$ cat config.mk
export PLATFORM = sky130hd
export DESIGN_NAME = uart_packet_receiver
export DESIGN_NICKNAME = d
export VERILOG_FILES = /design/src/rtl/uart_packet_receiver.sv
export SDC_FILE = /design/constraint.sdc
export NUM_CORES = 1
export LEC_CHECK = 0
export CORE_UTILIZATION = 55
export DETAILED_ROUTE_END_ITERATION = 7
export PLACE_DENSITY_LB_ADDON = 0.05
export SYNTH_ARGS = -nofsm -noshare
export SYNTH_HDL_FRONTEND = slang
export SYNTH_SLANG_ARGS = --single-unit
$ cat constraint.sdc
create_clock -name clk -period 3.3 [get_ports clk]
set_input_delay 0.825 -clock clk [delete_from_list [all_inputs] [get_ports clk]]
set_output_delay 0.825 -clock clk [all_outputs]
set_load 0.01 [all_outputs]
$ cat src/rtl/uart_packet_receiver.sv
`default_nettype none
// ============================================================================
//  uart_packet_receiver : 8E1-style UART frame receiver (start, 8 data, even
//  parity, stop). Define UART_RX_MAJORITY_EN for 2-of-3 majority bit sampling.
//  Revision: 1.0
// ============================================================================
module uart_packet_receiver #(
    parameter int CLKS_PER_BIT = 868
) (
    input  logic        clk,
    input  logic        rst_n,
    input  logic        rx,
    output logic [7:0]  data_out,
    output logic [10:0] packet_out,
    output logic        data_valid,
    output logic        parity_err,
    output logic        frame_err,
    output logic        busy
);

    localparam int TW = $clog2(CLKS_PER_BIT);
    localparam logic [TW-1:0] HALF_LAST = TW'(CLKS_PER_BIT / 2 - 1);
    localparam logic [TW-1:0] FULL_LAST = TW'(CLKS_PER_BIT - 1);

    typedef enum logic [2:0] {
        IDLE      = 3'd0,
        START     = 3'd1,
        DATA      = 3'd2,
        PARITY    = 3'd3,
        STOP      = 3'd4,
        WAIT_IDLE = 3'd5
    } state_t;

    state_t          state;
    state_t          nextState;
    logic            rxMeta;
    logic            rxS;
    logic            rxP;
    logic [TW-1:0]   timer;
    logic [2:0]      bitCnt;
    logic [7:0]      shiftReg;
    logic            parityBit;
    logic            startEdge;
    logic            sampleTick;
    logic            decideTick;
    logic            bitVal;

    always_ff @(posedge clk or negedge rst_n) begin
        if (!rst_n) begin
            rxMeta <= 1'b1;
            rxS    <= 1'b1;
            rxP    <= 1'b1;
        end else begin
            rxMeta <= rx;
            rxS    <= rxMeta;
            rxP    <= rxS;
        end
    end

    assign startEdge  = (state == IDLE) && rxP && !rxS;
    assign sampleTick = ((state == START) && (timer == HALF_LAST)) ||
                        (((state == DATA) || (state == PARITY) || (state == STOP)) &&
                         (timer == FULL_LAST));

`ifdef UART_RX_MAJORITY_EN
    // One cycle after the sample point rxS/rxP/rxPP hold the +1/0/-1 samples.
    logic rxPP;
    logic tickDly;

    always_ff @(posedge clk or negedge rst_n) begin
        if (!rst_n) begin
            rxPP    <= 1'b1;
            tickDly <= 1'b0;
        end else begin
            rxPP    <= rxP;
            tickDly <= sampleTick;
        end
    end

    assign decideTick = tickDly;
    assign bitVal     = (rxS & rxP) | (rxS & rxPP) | (rxP & rxPP);
`else
    assign decideTick = sampleTick;
    assign bitVal     = rxS;
`endif

    always_ff @(posedge clk or negedge rst_n) begin
        if (!rst_n) begin
            state <= IDLE;
        end else begin
            state <= nextState;
        end
    end

    always_comb begin
        nextState = state;
        case (state)
            IDLE:      if (startEdge) nextState = START;
            START:     if (decideTick) nextState = bitVal ? IDLE : DATA;
            DATA:      if (decideTick && (bitCnt == 3'd7)) nextState = PARITY;
            PARITY:    if (decideTick) nextState = STOP;
            STOP:      if (decideTick) nextState = bitVal ? IDLE : WAIT_IDLE;
            WAIT_IDLE: if (rxS) nextState = IDLE;
            default:   nextState = IDLE;
        endcase
    end

    // The detection cycle counts as timer 0, so START is entered with timer 1.
    always_ff @(posedge clk or negedge rst_n) begin
        if (!rst_n) begin
            timer <= '0;
        end else if ((state == IDLE) || (state == WAIT_IDLE)) begin
            timer <= {{(TW-1){1'b0}}, startEdge};
        end else if (sampleTick) begin
            timer <= '0;
        end else begin
            timer <= timer + 1'b1;
        end
    end

    always_ff @(posedge clk or negedge rst_n) begin
        if (!rst_n) begin
            bitCnt     <= 3'd0;
            shiftReg   <= 8'd0;
            parityBit  <= 1'b0;
            data_out   <= 8'd0;
            packet_out <= 11'd0;
            data_valid <= 1'b0;
            parity_err <= 1'b0;
            frame_err  <= 1'b0;
        end else begin
            data_valid <= 1'b0;
            if (state == IDLE) begin
                bitCnt <= 3'd0;
            end
            if (decideTick) begin
                case (state)
                    DATA: begin
                        shiftReg[bitCnt] <= bitVal;
                        bitCnt           <= bitCnt + 3'd1;
                    end
                    PARITY: parityBit <= bitVal;
                    STOP: begin
                        // Bit 0 flags a validated start bit for the presented frame.
                        data_valid <= 1'b1;
                        data_out   <= shiftReg;
                        packet_out <= {bitVal, parityBit, shiftReg, 1'b1};
                        parity_err <= parityBit ^ (^shiftReg);
                        frame_err  <= ~bitVal;
                    end
                    default: ;
                endcase
            end
        end
    end

    assign busy = (state != IDLE);

endmodule
`default_nettype wire

==> results.toml <==
[detailed_routing]
antenna_left = 0
wl_um = 3597
drt_iter0_markers = 45
wl_per_cell_um = 14.68
vias_per_cell = 5.486
vias = 1344
route.detailed.drc = 0
firstDrtPassIters = 4

[clock_network]
numCtsBuffers = 5
cts-root-buf = "clkbuf_8"
path_clk_slew_ns = 0.07
clockBufferDepth = 2
cts_setup_buffers = 0
htreeDepth = 2
postCtsHoldBufs = 0
cts.repair.resized = 0
clock_latency_ns = 0.29
clock-sinks = 42
cts_tree = "built"

[outcome]
status = "finished, final reports clean"

[worst_hold_path]
holdPathStages = 0
hold_path.class = "register to register"

[setup_path]
slowest_stage = "or3_2"
cpPeakStageDelay_ns = 0.56
critPathTopFamily = "simple AND/OR/NAND/NOR gates"
critical_path_peak_fanout = 8
worst-path-stages = 2
worst_ep_arrival_time_ns = 1.80
crit_chain = "or3_2 -> clkdlybuf4s50_1"
cp-start-kind = "register"
crit_buf_inv = 1
critPathCaptureType = "output pin"
r2r_cells = 7
crit_type = "register to output pin"
required_ns = 2.47

[synthesis]
synth.distinct_cells = 44
yosys_register_bits = 42
syn_avg_cell_area_um2 = 11.80
synth_edf_count = 0
ys_seq_area_frac = 0.4994
synth_nets = 186
syn_inst = 179
synth_area_um2 = 2112
ys_warn_count = 0
synth-async-reset-ratio = 1.000
synth_top_flop_cell = "dfrtp_1"

[floorplan]
row_count = 22
io-pin-count = 26
dieHeight_um = 63.97
core_um2 = 3661
initial_utilization = 0.5769
die_w_um = 63.97
die_area_um2 = 4092

[grt]
grt_pass1_wl_um = 6458
antenna_found_initial = 0
grt_busiest_layer = "met2"
use_met2 = 0.3737
use_met3 = 0.05893
first_global_vias = 1407
grt_start_max_net_pins = 43
use_met1 = 0.2343
track_usage = 0.2093
grt-ovfl-total = 0

[sta]
hold_viol = 0
hold_ws_ns = 0.3564
rsz0062_at_grt = "false"
min_period_ns = 2.625
tightest_slew_ns = 0.9076
drv_slew = 0
setup_violations = 0
timing.setup.tns_ns = 0
max_slew_margin = 0.3949
fmax_mhz = 381.0
fin_crit_sh = 0.7953
fin_skew_ns = 0.006340

[final_layout]
layout_commonest_cell = "dfrtp_1"
antenna_cells = 0
drive_above_1_share = 0.2081
nets = 203
final_cell_mix = "dfrtp_1 (39), clkdlybuf4s50_1 (24), nor2_1 (17)"
area_growth_pct = 14.81

[power_and_ir_drop]
p_leak_nw = 1.046
power.density_nw_per_um2 = 457.4
peakVddDrop_uv = 314.7
power_mw = 1.109

[placed_design]
io_buffers = 25
hpwl_um = 2590
gp_congestion = 0.7460

[flow_run]
maxCapViolCount = 0
==> sequential cells by signal (all words and copies together), names as in the netlist <==
signal / count
packet_out: 4
frame_err: 1
shiftReg: 8
bitVal: 1
parity_err: 1
timer: 10
parityBit: 1
state: 3
data_out: 7
bitCnt: 3
rxP: 1
rxMeta: 1
data_valid: 1
==> layout make-up <==
| type | instances | area (µm²) |
|---|---|---|
| clock buffers | 5 | 68.82 |
| repair buffers | 26 | 252.7 |
| fillers | 271 | 1236 |
| inverters | 7 | 26.28 |
| flip-flops and latches | 42 | 1055 |
| well taps | 48 | 60.06 |
| multi-input cells | 114 | 922.1 |
| clock inverters | 3 | 40.04 |
==> cell families after synthesis <==
logic type	synth area share
AO/OA/AOI/OAI	0.05748
XOR/XNOR	0.06635
adder cells (fa/ha/maj)	0.02370
buffers and inverters	0.06398
flip-flops	0.4994
multiplexers	0.1203
AND/OR/NAND/NOR	0.1688
==> report_power, final <==
| group | internal (mW) | switching, mW | total (mW) |
|---|---|---|---|
| sequential | 0.558 | 0.0516 | 0.609 |
| clock | 0.223 | 0.168 | 0.391 |
| combinational | 0.0486 | 0.0608 | 0.109 |
==> per-layer routing <==
metal	wire (µm)	up-vias
li1	-	642
met1	1566	661
met2	1847	35
met3	123	6
met4	59	0
met5	0	-
==> final timing paths <==
kind / slack, ns / endpoint / startpoint
max reg2reg: 1.10 / shiftReg[0] / timer[1]
min reg2reg: 0.36 / bitVal / rxMeta
max: 0.68 / busy / state[2]
min: 0.36 / bitVal / rxMeta
min in group asynchronous: 0.66 / shiftReg[6] / rst_n
max in group asynchronous: 2.07 / state[0] / rst_n
==> synth_stat cells, types with 2 or more instances <==
master	n	area (µm²)
a21oi_1	2	10.01
buf_2	2	10.01
buf_4	10	75.07
clkbuf_1	2	7.510
dfrtp_1	39	975.9
dfstp_2	3	78.83
ha_1	4	50.05
inv_1	7	26.28
mux2_1	6	67.56
mux2_2	13	146.4
mux2i_1	4	40.04
nand2_1	10	37.54
nand2b_1	5	31.28
nand3_1	3	15.01
nand4_1	2	12.51
nor2_1	17	63.81
nor3_1	2	10.01
nor4_2	5	62.56
nor4_4	2	42.54
o21ai_0	2	10.01
o21ai_2	2	17.52
xnor2_1	10	87.58
xor2_1	6	52.55
==> through the flow <==
stage | instances | util | cell area [µm²] | setup WS [ns]
floorplan | 179 | - | 2112 | 1.343
global placement | 237 | 0.6326 | 2316 | 1.012
detailed placement | 237 | 0.6326 | 2316 | 0.9918
CTS | 245 | 0.6623 | 2425 | 0.6655
global route | 245 | 0.6623 | 2425 | 0.6017
finish | 245 | 0.6623 | 2425 | 0.6754
(Power assumes the default switching activity.)
